File: src/rtl/pipeline_hazard_ctrl.sv
// pipeline_hazard_ctrl
//   Sequencing controller for the PC and the IF/ID pipeline register. It
//   detects load-use hazards, taken branches, jumps and data-memory wait. From
//   these it drives the PC / IF/ID enables, the IF/ID flush and the ID/EX
//   bubble insert. It also keeps saturating stall/flush counters and a sticky
//   memory-wait watchdog.
//
// Ports
//   clk, reset          rising-edge clock, asynchronous active-low reset
//   id_rs, id_rt        source fields of the instruction in ID
//   id_uses_rt          ID instruction reads rt as a source
//   ex_mem_read, ex_rt  EX instruction is a load, and its destination register
//   ex_branch_taken     branch resolved taken in EX
//   id_jump             ID instruction is a jump
//   mem_wait            data memory not ready; the whole pipe freezes
//   pc_write            PC load enable
//   if_id_write         IF/ID load enable
//   if_id_flush         IF/ID loads a NOP
//   id_ex_bubble        ID/EX loads zero control
//   ctrl_state          FSM state (0 RUN, 1 FLUSH, 2 WAIT), for observation
//   wait_timeout        sticky: mem_wait lasted MAX_WAIT consecutive cycles
//   stall_count         cycles with pc_write=0, saturating
//   flush_count         branch/jump flush events, saturating
//
// The control outputs are combinational from the registered state and the
// current inputs, and they are forced low while reset is asserted.
module pipeline_hazard_ctrl #(
  parameter int unsigned FLUSH_CYCLES = 1,
  parameter int unsigned MAX_WAIT     = 16,
  parameter int unsigned CNT_W        = 16
) (
  input  logic             clk,
  input  logic             reset,
  input  logic [4:0]       id_rs,
  input  logic [4:0]       id_rt,
  input  logic             id_uses_rt,
  input  logic             ex_mem_read,
  input  logic [4:0]       ex_rt,
  input  logic             ex_branch_taken,
  input  logic             id_jump,
  input  logic             mem_wait,
  output logic             pc_write,
  output logic             if_id_write,
  output logic             if_id_flush,
  output logic             id_ex_bubble,
  output logic [1:0]       ctrl_state,
  output logic             wait_timeout,
  output logic [CNT_W-1:0] stall_count,
  output logic [CNT_W-1:0] flush_count
);

  typedef enum logic [1:0] {
    ST_RUN   = 2'd0,
    ST_FLUSH = 2'd1,
    ST_WAIT  = 2'd2,
    ST_BAD   = 2'd3
  } state_e;

  localparam int unsigned FL_W = $clog2(FLUSH_CYCLES + 1);
  localparam int unsigned WT_W = $clog2(MAX_WAIT + 1);

  localparam logic [FL_W-1:0]  FL_INIT  = FL_W'(FLUSH_CYCLES - 1);
  localparam logic [FL_W-1:0]  FL_ONE   = FL_W'(1);
  localparam logic [WT_W-1:0]  WT_MAX   = WT_W'(MAX_WAIT);
  localparam logic [WT_W-1:0]  WT_ONE   = WT_W'(1);
  localparam logic [CNT_W-1:0] CNT_ONE  = CNT_W'(1);

  state_e           state_q, state_d;
  logic [FL_W-1:0]  fl_cnt_q, fl_cnt_d;
  logic [WT_W-1:0]  wait_cnt_q, wait_cnt_d;
  logic             timeout_q, timeout_d;
  logic [CNT_W-1:0] stall_q, stall_d;
  logic [CNT_W-1:0] flush_q, flush_d;

  logic hz;
  logic pc_w, ifid_w, ifid_fl, bub;
  logic flush_evt;

  always_comb begin
    // A load whose destination feeds the ID instruction; r0 never hazards.
    hz = ex_mem_read && (ex_rt != 5'd0) &&
         ((ex_rt == id_rs) || (id_uses_rt && (ex_rt == id_rt)));

    pc_w       = 1'b1;
    ifid_w     = 1'b1;
    ifid_fl    = 1'b0;
    bub        = 1'b0;
    flush_evt  = 1'b0;
    state_d    = ST_RUN;
    fl_cnt_d   = fl_cnt_q;
    wait_cnt_d = '0;
    timeout_d  = timeout_q;

    case (state_q)
      ST_FLUSH: begin
        if (mem_wait) begin
          // Freeze: the remaining flush cycles are kept for after the wait.
          pc_w    = 1'b0;
          ifid_w  = 1'b0;
          state_d = ST_FLUSH;
        end else begin
          ifid_fl  = 1'b1;
          bub      = 1'b1;
          fl_cnt_d = fl_cnt_q - FL_ONE;
          state_d  = (fl_cnt_q == FL_ONE) ? ST_RUN : ST_FLUSH;
        end
      end
      default: begin
        // RUN, WAIT and the unused encoding share one priority list.
        if (mem_wait) begin
          pc_w    = 1'b0;
          ifid_w  = 1'b0;
          state_d = ST_WAIT;
          if (state_q == ST_WAIT) begin
            wait_cnt_d = (wait_cnt_q >= WT_MAX) ? WT_MAX : (wait_cnt_q + WT_ONE);
          end else begin
            wait_cnt_d = WT_ONE;
          end
          // Sets once the run of wait cycles (this one included) reaches MAX_WAIT.
          if (wait_cnt_d == WT_MAX) timeout_d = 1'b1;
        end else if (ex_branch_taken) begin
          ifid_fl   = 1'b1;
          bub       = 1'b1;
          flush_evt = 1'b1;
          if (FLUSH_CYCLES > 1) begin
            state_d  = ST_FLUSH;
            fl_cnt_d = FL_INIT;
          end
        end else if (hz) begin
          pc_w   = 1'b0;
          ifid_w = 1'b0;
          bub    = 1'b1;
        end else if (id_jump) begin
          ifid_fl   = 1'b1;
          flush_evt = 1'b1;
        end
        if (state_q == ST_BAD) state_d = ST_RUN;
      end
    endcase

    stall_d = (!pc_w && (stall_q != '1)) ? (stall_q + CNT_ONE) : stall_q;
    flush_d = (flush_evt && (flush_q != '1)) ? (flush_q + CNT_ONE) : flush_q;
  end

  always_ff @(posedge clk or negedge reset) begin
    if (!reset) begin
      state_q    <= ST_RUN;
      fl_cnt_q   <= '0;
      wait_cnt_q <= '0;
      timeout_q  <= 1'b0;
      stall_q    <= '0;
      flush_q    <= '0;
    end else begin
      state_q    <= state_d;
      fl_cnt_q   <= fl_cnt_d;
      wait_cnt_q <= wait_cnt_d;
      timeout_q  <= timeout_d;
      stall_q    <= stall_d;
      flush_q    <= flush_d;
    end
  end

  assign pc_write     = reset & pc_w;
  assign if_id_write  = reset & ifid_w;
  assign if_id_flush  = reset & ifid_fl;
  assign id_ex_bubble = reset & bub;
  assign ctrl_state   = state_q;
  assign wait_timeout = timeout_q;
  assign stall_count  = stall_q;
  assign flush_count  = flush_q;

endmodule

File: config.mk
export PLATFORM = sky130hd
export DESIGN_NAME = pipeline_hazard_ctrl
export DESIGN_NICKNAME = d
export VERILOG_FILES = /design/src/rtl/pipeline_hazard_ctrl.sv
export SDC_FILE = /design/constraint.sdc
export NUM_CORES = 1
export LEC_CHECK = 0
export CELL_PAD_IN_SITES_DETAIL_PLACEMENT = 2
export CELL_PAD_IN_SITES_GLOBAL_PLACEMENT = 2
export CORE_MARGIN = 5
export CORE_UTILIZATION = 26
export DETAILED_ROUTE_END_ITERATION = 10
export GPL_TIMING_DRIVEN = 0
export HOLD_SLACK_MARGIN = 0.08
export PLACE_DENSITY = 0.8
export REMOVE_ABC_BUFFERS = 1
export SLEW_MARGIN = 20
export SYNTH_ARGS = -nofsm -noshare
export SYNTH_HDL_FRONTEND = slang
export SYNTH_SLANG_ARGS = --single-unit
File: constraint.sdc
create_clock -name clk -period 2.3 [get_ports clk]
set_input_delay 0.575 -clock clk [delete_from_list [all_inputs] [get_ports clk]]
set_output_delay 0.575 -clock clk [all_outputs]
set_load 0.01 [all_outputs]
==> results.md <==
* Worst skew pair latency at slightly below 0.3 ns
* Cells after synthesis at 211
* Design area at 3144 um^2
* Core Footprint at 8093 um^2
* Mean Syn Cell Area at 10.03 um^2
* Rows at 33
* Htree depth at 2
* Clk pwr share at 0.221
* Power per Cell Area at approximately 850 nW/um^2
* Clk root buf: clkbuf_8
* Final Routed Wirelength at 6304 um
* Mapped cell area at 2117 um^2
* CP Capture Type: output port
* Top cell type by total area after synthesis: dfrtp_1
* Proportion of layout cells with a drive suffix above 1 at 0.1789
* Crit path max fanout at 3
* Clk_skew at roughly 0.0056 ns
* Ranking of synthesized cells by area: dfrtp_1, xor2_1, xnor2_1
* Critical path required time at roughly 1.7 ns
* Placed insts at around 370
* CP max stage delay at around 0.54 ns
* Initial DRC Count at 15
* Share of the synthesized area in the top cell type at 0.4846
* Max_cap viols at 0
* Lkg Pwr at between 1 and 1.5 nW
* FF+latch count, synth at 41
* DR vias at about 1800
* Sw power at between 0.0009 and 0.001 W
* CP max stage cell: or4_4
* Fillers at roughly 910
* DPL Wire Length at 4585 um
* Yosys warnings at 0
* Switch share at 0.3461
* Crit path launch: ex_rt[4]
* Critical-path cell list: buf_8 -> or4_4 -> o21ai_4 -> nand2b_4 -> nor3_2 -> nor2_2 -> buf_2
* Multi-input combinational cell area at 1177 um^2
* Register Area at 1026 um^2
* Outcome: complete, but fails checks
* Post-route insts no fill at 390
* Routed len/inst at between 15 and 20 um
* # IOs at 61
* Initial Util at 0.2616
* Vias in the first global route at 2017
* HP Class: input pin to asynchronous set/reset pin
* CTS sink cnt at 41
* Worst-Margin Slew at between 0.5 and 0.6 ns
* First-pass GRT wire length at between 10000 and 15000 um
* DP Area at about 2800 um^2
* TritonCTS clock tree: yes
* Final worst path period share at 1.080
* Full die area at 10050 um^2
* Nets at 310
* Commonest non-fill, non-tap cell in the layout: dfrtp_1
* Rel. slew slack at 0.6479
* Maximum VDD drop at between 0.3 and 0.4 mV
* Post-synthesis cell type count at 30
* Synth-to-Final Area Change at 48.52%
* Antenna Cells at 0
* Failing checks: setup timing
* Worst setup SP type: input pin
* Die width at about 100 um
* Worst R2R Start: stall_count[6]$_DFFE_PN0P_
* Final setup vio count at 4
* GPL Wtd Cong at ~0.74
* Drc violations at 0
* # port buffers at 60
* Reg clk slew, reported paths at around 0.08 ns
* Cell Int Power at between 0.0015 and 0.002 W
* DR vias/cell at 4.638
* Largest net degree at the start of global routing at 28
* Most frequent cells in the layout: dfrtp_1, clkdlybuf4s50_1, xor2_1
* Pre-antenna DRT Iters at 4
* Max Slew Vio Count at 0
* Hold buffer count at cts at 0
* Final WS setup at -0.1841 ns
* Num CTS Buffers at 5
* Die H at roughly 100 um
* Fin. Hold Viols at 0
* Maximum clock frequency at about 400 MHz
* Sequential fraction of design power at 0.424
* Post-route antenna net violation count at 0
* Total GRT Usage at 0.1248
* Gr ovfl total at 0
* RSZ-0062 raised after global routing: true
* Min Tclk post-route at 2.484 ns
* Initial antenna violation count at 0
* Critical path class: input pin to output port
* CTS max path bufs at 2
* Sequential share of the synthesized area at 0.4846
* Worst Path Arrival at about 1.9 ns
* Combinational share of power at 0.356
[path summary, 6_finish.rpt]
| path | slack (ns) | depth (start not counted) | endpoint |
|---|---|---|---|
| max reg2reg | 0.20 | 6 | stall_count[1]$_DFFE_PN0P_ |
| min reg2reg | 0.48 | 1 | ctrl_state[0]$_DFF_PN0_ |
| min in group clk | 0.48 | 1 | ctrl_state[0]$_DFF_PN0_ |
| min | 0.19 | 1 | flush_count[6]$_DFFE_PN0P_ |
| max in group asynchronous | 1.64 | 2 | fl_cnt_q$_DFFE_PN0P_ |
| max | -0.18 | 7 | if_id_write |
[per-stage QoR]
stage	setup TNS (ns)	worst slack (ns)	utilization	total power [W]	hold slack (ns)
final	-0.6602	-0.1841	0.3885	0.002661	0.1904
after global routing	-0.8627	-0.2206	0.3885	0.002829	0.2023
after CTS	-0.6923	-0.2273	0.3777	0.002668	0.1988
after detailed placement	-25.11	-1.163	0.3514	0.002043	0.4674
after global placement	-48.29	-1.901	0.3496	0.002002	0.4457
after floorplan	-0.09226	-0.03819	-	0.001499	0.2794
[power groups by stage]
| stage | logic [W] | registers (W) | clock network [W] |
|---|---|---|---|
| after floorplan | 0.000323 | 0.00118 | 0 |
| after global placement | 0.000866 | 0.00114 | 0 |
| after detailed placement | 0.000900 | 0.00114 | 0 |
| after CTS | 0.000933 | 0.00113 | 0.000602 |
| after global routing | 0.00103 | 0.00116 | 0.000638 |
| final | 0.000947 | 0.00113 | 0.000587 |
[cell usage after synthesis]
| cell | n |
|---|---|
| nor3_2 | 4 |
| nor4bb_1 | 1 |
| nor3_1 | 10 |
| nand2_1 | 17 |
| mux2_2 | 2 |
| o22ai_1 | 1 |
| a31oi_1 | 2 |
| dfrtp_1 | 41 |
| xnor2_1 | 21 |
| xor2_1 | 23 |
| nand3_1 | 10 |
| nor2_1 | 20 |
| nand3b_1 | 1 |
| nor4_1 | 7 |
| a221o_1 | 1 |
| nand2b_1 | 2 |
| inv_1 | 12 |
| and3_1 | 3 |
| nand4_1 | 9 |
| ha_1 | 4 |
| buf_4 | 2 |
| a21oi_1 | 4 |
| o21ai_0 | 4 |
| nor2b_1 | 3 |
| a2bb2oi_2 | 1 |
| a21o_1 | 2 |
| or4_1 | 1 |
| o21ai_2 | 1 |
| buf_2 | 1 |
| and2_1 | 1 |
[what timing repair did]
action                                  in CTS  in global routing
setup buffers                                5                  2
pin swaps                                   21                 11
gates resized for setup                     65                 13
endpoints found under the setup margin      35                 13
cloned                                       0                  1
[layer usage]
| metal | part of all wire | wire length, um | GRT usage |
|---|---|---|---|
| met5 | 0 | 0 | 0 |
| met4 | 0.013 | 80 | 0.03420 |
| met3 | 0.044 | 275 | 0.03058 |
| met2 | 0.52 | 3265 | 0.2243 |
| met1 | 0.43 | 2683 | 0.1473 |
[kinds of logic (layout without fill, tap and decap cells)]
| logic type | after synthesis | count (layout) | synth area share |
|---|---|---|---|
| AND/OR/NAND/NOR | 89 | 89 | 0.2175 |
| XOR/XNOR | 44 | 44 | 0.1820 |
| flip-flops | 41 | 41 | 0.4846 |
| AO/OA/AOI/OAI | 16 | 17 | 0.05083 |
| buffers and inverters | 15 | 88 | 0.03073 |
| adder cells (fa/ha/maj) | 4 | 4 | 0.02364 |
| multiplexers | 2 | 2 | 0.01064 |
[worst max-delay path, delay by kind of cell]
family,cells,cell delay [ns]
and+or+nand+nor,4,0.91
AOI/OAI and AO/OA,1,0.16
buffers and inverters,2,0.25
[layout make-up]
cell class,count,share of cell area
multi-input combinational,156,0.3745
tap,105,0.04178
clock inverter,2,0.01234
sequential,41,0.3263
timing repair buffer,68,0.2077
clock buffer,6,0.02308
inverter,12,0.01433
[flip-flops by register name, indices dropped and copies added (netlist names)]
signal and count:
flush_count 16, stall_count 16, wait_cnt_q 5, ctrl_state 2, fl_cnt_q 1, wait_timeout 1
No activity file was read; power rests on OpenSTA's default activity.
